**src/rtl/regfile_wb_arbiter.sv**
```systemverilog
// Arbitrates the regfile's single write port between requester A and requester B.
// Each requester feeds a one-entry buffer. A round-robin grant drains one buffer per cycle.
module regfile_wb_arbiter #(
    parameter int unsigned DATA_W = 32,
    parameter int unsigned REG_W  = 5,
    parameter int unsigned CNT_W  = 16
) (
    input  logic              clk,
    input  logic              clr,
    input  logic              a_valid,
    input  logic [REG_W-1:0]  a_reg,
    input  logic [DATA_W-1:0] a_data,
    output logic              a_ready,
    input  logic              b_valid,
    input  logic [REG_W-1:0]  b_reg,
    input  logic [DATA_W-1:0] b_data,
    output logic              b_ready,
    output logic              ctrl_writeEnable,
    output logic [REG_W-1:0]  ctrl_writeReg,
    output logic [DATA_W-1:0] data_writeReg,
    output logic [CNT_W-1:0]  wr_count
);

    typedef enum logic {GrantA = 1'b0, GrantB = 1'b1} grant_e;

    logic              full_a_q, full_a_d, full_b_q, full_b_d;
    logic [REG_W-1:0]  reg_a_q, reg_a_d, reg_b_q, reg_b_d;
    logic [DATA_W-1:0] data_a_q, data_a_d, data_b_q, data_b_d;
    grant_e            last_grant_q, last_grant_d;
    logic              we_q, we_d;
    logic [REG_W-1:0]  wreg_q, wreg_d;
    logic [DATA_W-1:0] wdata_q, wdata_d;
    logic [CNT_W-1:0]  cnt_q, cnt_d;
    logic              grant_a, grant_b;

    // Grant depends only on registered state, so ready never loops back through valid.
    assign grant_a = full_a_q & (~full_b_q | (last_grant_q == GrantB));
    assign grant_b = full_b_q & (~full_a_q | (last_grant_q == GrantA));

    assign a_ready = ~clr & (~full_a_q | grant_a);
    assign b_ready = ~clr & (~full_b_q | grant_b);

    assign ctrl_writeEnable = we_q;
    assign ctrl_writeReg    = wreg_q;
    assign data_writeReg    = wdata_q;
    assign wr_count         = cnt_q;

    always_comb begin
        full_a_d     = full_a_q;
        reg_a_d      = reg_a_q;
        data_a_d     = data_a_q;
        full_b_d     = full_b_q;
        reg_b_d      = reg_b_q;
        data_b_d     = data_b_q;
        last_grant_d = last_grant_q;
        we_d         = 1'b0;
        wreg_d       = wreg_q;
        wdata_d      = wdata_q;
        cnt_d        = cnt_q;

        if (grant_a) begin
            we_d         = 1'b1;
            wreg_d       = reg_a_q;
            wdata_d      = data_a_q;
            full_a_d     = 1'b0;
            last_grant_d = GrantA;
            cnt_d        = cnt_q + CNT_W'(1);
        end else if (grant_b) begin
            we_d         = 1'b1;
            wreg_d       = reg_b_q;
            wdata_d      = data_b_q;
            full_b_d     = 1'b0;
            last_grant_d = GrantB;
            cnt_d        = cnt_q + CNT_W'(1);
        end

        // Writes to r0 complete the handshake but are dropped here.
        if (a_valid && a_ready && (a_reg != '0)) begin
            full_a_d = 1'b1;
            reg_a_d  = a_reg;
            data_a_d = a_data;
        end
        if (b_valid && b_ready && (b_reg != '0)) begin
            full_b_d = 1'b1;
            reg_b_d  = b_reg;
            data_b_d = b_data;
        end
    end

    always_ff @(posedge clk or posedge clr) begin
        if (clr) begin
            full_a_q     <= 1'b0;
            reg_a_q      <= '0;
            data_a_q     <= '0;
            full_b_q     <= 1'b0;
            reg_b_q      <= '0;
            data_b_q     <= '0;
            last_grant_q <= GrantB;
            we_q         <= 1'b0;
            wreg_q       <= '0;
            wdata_q      <= '0;
            cnt_q        <= '0;
        end else begin
            full_a_q     <= full_a_d;
            reg_a_q      <= reg_a_d;
            data_a_q     <= data_a_d;
            full_b_q     <= full_b_d;
            reg_b_q      <= reg_b_d;
            data_b_q     <= data_b_d;
            last_grant_q <= last_grant_d;
            we_q         <= we_d;
            wreg_q       <= wreg_d;
            wdata_q      <= wdata_d;
            cnt_q        <= cnt_d;
        end
    end

endmodule

```
**config.mk**
```make
export PLATFORM = sky130hd
export DESIGN_NAME = regfile_wb_arbiter
export DESIGN_NICKNAME = d
export VERILOG_FILES = /design/src/rtl/regfile_wb_arbiter.sv
export SDC_FILE = /design/constraint.sdc
export NUM_CORES = 1
export LEC_CHECK = 0
export ABC_AREA = 1
export BUFFER_PORTS_ARGS = -buffer_cell sky130_fd_sc_hd__buf_4
export CORE_ASPECT_RATIO = 1.5
export CORE_UTILIZATION = 48
export DETAILED_ROUTE_END_ITERATION = 10
export PLACE_DENSITY = 0.72
export SLEW_MARGIN = 10
export SYNTH_ARGS = -nofsm -noshare
export SYNTH_HDL_FRONTEND = slang
export SYNTH_SLANG_ARGS = --single-unit
```
**constraint.sdc**
```tcl
create_clock -name clk -period 4.05 [get_ports clk]
set_clock_uncertainty 0.05 [all_clocks]
set_input_delay 0.405 -clock clk [delete_from_list [all_inputs] [get_ports clk]]
set_output_delay 0.405 -clock clk [all_outputs]
set_load 0.005 [all_outputs]
```
==> summary.txt <==
Place
  • DP Wirelength: 8580 microns
  • Gp weighted congestion: 0.785
  • Port buffer count: 133

Timing
  • Fmax: 0.415 GHz
  • Worst Tran Pin Value: 1.19 ns
  • Relative slew slack: 20.3%
  • Fin. Hold Viols: 1
  • Crit path time final: 2.41 ns
  • RSZ-0062 raised after global routing: no
  • Fin crit share: 59.4%
  • Final setup TNS: 0 ns
  • Final Max Tran Viols: 0
  • Hold WS: -0.000357 ns
  • Final setup vio count: 0

CTS
  • CTS tree: yes
  • Clock transition at path regs: 0.05 ns
  • Setup Fix Bufs, Post-CTS: 0
  • Root buf cell: clkbuf_16
  • CTS resizes: 0
  • Clock Sinks: 131
  • H-Tree Depth: 4
  • # hold bufs at CTS: 0
  • TritonCTS Buffers: 17
  • Clk_lat worst skew: 0.41 ns
  • Max clock buf depth: 2

Final layout
  • Area growth, synth to finish: 29.2%
  • Final Util: 64.3%
  • # fillers: 970
  • N_diodes: 0
  • Layout cell share with drive strength beyond 1: 22.0%
  • Final Net Count: 851

Die
  • Initial Util: 49.8%
  • Placeable Area: 11,200 sq um
  • Row Count: 47
  • IO Pins: 134
  • Die Wd: 89.9 microns
  • DIE HEIGHT: 134 microns
  • Die ar.: 12,000 sq um

Power
  • PwrDens: 556 nW/um^2
  • Leak: 3.77 nW
  • Maximum VDD drop: 0.000329 V

Logic synthesis
  • Avg Cell Area, Syn: 8.58 sq um
  • Part of the Yosys area used for sequential elements: 59.0%
  • Synth Instances: 648
  • Number of synthesized register bits: 131
  • Post-Syn Area: 5560 sq um
  • Syn Nets: 727
  • Yosys cell types: 25
  • Warnings, synthesis: 0

Setup path
  • Crit Path Category: register to register
  • CP startpoint kind: register
  • CP Capture Type: register
  • Critical-path maximum fanout: 75
  • Data required time at the worst endpoint: 4.29 ns
  • Worst Path Arrival: 2.65 ns

GRT
  • Gr usage total: 23.1%
  • Largest net degree at the start of global routing: 76
  • Total global routing overflow: 0
  • Initial antenna violation count: 0
  • First-pass GRT wire length: 21,900 microns
  • Vias in the first global route: 4,709

Detailed routing
  • Final ANT Viol Nets: 0
  • Drt wl/cell: 14.3 microns
  • DRC viols: 0
  • Router iterations before antenna repair: 5
  • Routed WL: 13,300 microns
  • Vias/cell: 5.00
  • Via count: 4,663
  • DR iter-0 viols: 197

Run
  • Max-Cap Viols: 0

Status
  • Status: finished with violations
  • Failing checks: negative hold slack

Min path
  • Hold WC Path Type: primary input to async pin
[cell type report]
cell class	instances	area [sq um]	area share, %
flip-flops and latches	131	3280	45.6
well taps	147	184	2.56
clock inverters	5	100	1.39
inverters	56	214	2.98
clock buffers	27	493	6.86
multi-input cells	429	1890	26.3
repair buffers	137	1030	14.3
[flip-flops by register name (all words and copies together) (netlist names)]
signal and cells:
ctrl_writeEnable 1, ctrl_writeReg 5, data_a_q 32, data_b_q 32, data_writeReg 32, full_a_q 1
full_b_q 1, last_grant_q 1, reg_a_q 5, reg_b_q 5, wr_count 16
[cell usage after synthesis (all sizes together)]
cell type	instances	share of area [%]
dfstp	1	0.47
nand3	10	1.1
nand4	6	0.67
clkbuf	12	0.85
xnor2	3	0.47
buf	20	2.7
a21oi	2	0.38
nor3	2	0.18
nor2	56	3.9
inv	56	3.8
dfrtp	130	58
xor2	4	0.63
ha	1	0.22
nand2	228	15
o21ai	114	10
nand3b	3	0.40
[final timing paths]
path	from	endpoint	slack [ns]	depth (start not counted)
setup / recovery	full_b_q	data_b_q[12]	1.64	5
hold / removal	clr	wr_count[14]	-0.0004	2
setup reg to reg	full_b_q	data_b_q[12]	1.64	5
hold reg to reg	reg_a_q[4]	reg_a_q[4]	0.42	2
max in group asynchronous	clr	data_b_q[10]	2.20	4
min in group clk	a_data[26]	data_a_q[26]	0.14	3
[critical path, cell delays in order (launching register included)]
cell	delay [ns]
dfrtp_1	0.48
nand3_1	0.17
nand2_1	0.06
inv_1	0.09
nand3_2	0.90
o21ai_0	0.50
[kinds of logic (layout without fill, tap and decap cells)]
logic type	Yosys count	after routing	synth area share, %
AO/OA/AOI/OAI	116	116	10.8
buffers and inverters	88	225	7.29
flip-flops	131	131	59.0
AND/OR/NAND/NOR	305	305	21.6
adder cells (fa/ha/maj)	1	1	0.225
XOR/XNOR	7	7	1.10
[cell usage in the layout (no fill, tap or decap), drive strengths merged, types with 2 or more instances in the layout]
cell / Yosys / layout
a21oi: 2 / 2
buf: 20 / 137
bufinv: 0 / 3
clkbuf: 12 / 27
clkinv: 0 / 2
dfrtp: 130 / 130
inv: 56 / 55
nand2: 228 / 228
nand3: 10 / 10
nand3b: 3 / 3
nand4: 6 / 6
nor2: 56 / 56
nor3: 2 / 2
o21ai: 114 / 114
xnor2: 3 / 3
xor2: 4 / 4
[where the power goes]
group	leakage [nW]	internal [mW]	switching, mW
clock	0.290	1.02	0.524
sequential	1.64	1.56	0.180
combinational	1.85	0.353	0.358
total	3.77	2.93	1.06
[through the flow]
| step | instance area, sq um | hold slack [ns] | total power [mW] | cells | worst slack [ns] |
|---|---|---|---|---|---|
| final | 7190 | -0.000357 | 3.99 | 932 | 1.64 |
| after global routing | 7190 | 0.0368 | 4.18 | 932 | 1.34 |
| after CTS | 7190 | 0.00174 | 4.02 | 932 | 1.60 |
| after detailed placement | 6590 | 0.410 | 2.48 | 900 | 1.27 |
| after global placement | 6590 | 0.404 | 2.45 | 900 | 1.42 |
| after floorplan | 5570 | 0.393 | 2.09 | 648 | 0.742 |
[layer usage]
layer,up-vias,global-route usage (%),wire (microns)
met3,20,4.54,605
li1,2281,-,-
met5,-,0,0
met1,2224,27.0,5570
met2,138,41.2,6910
met4,0,10.6,233
(Power assumes the default switching activity.)
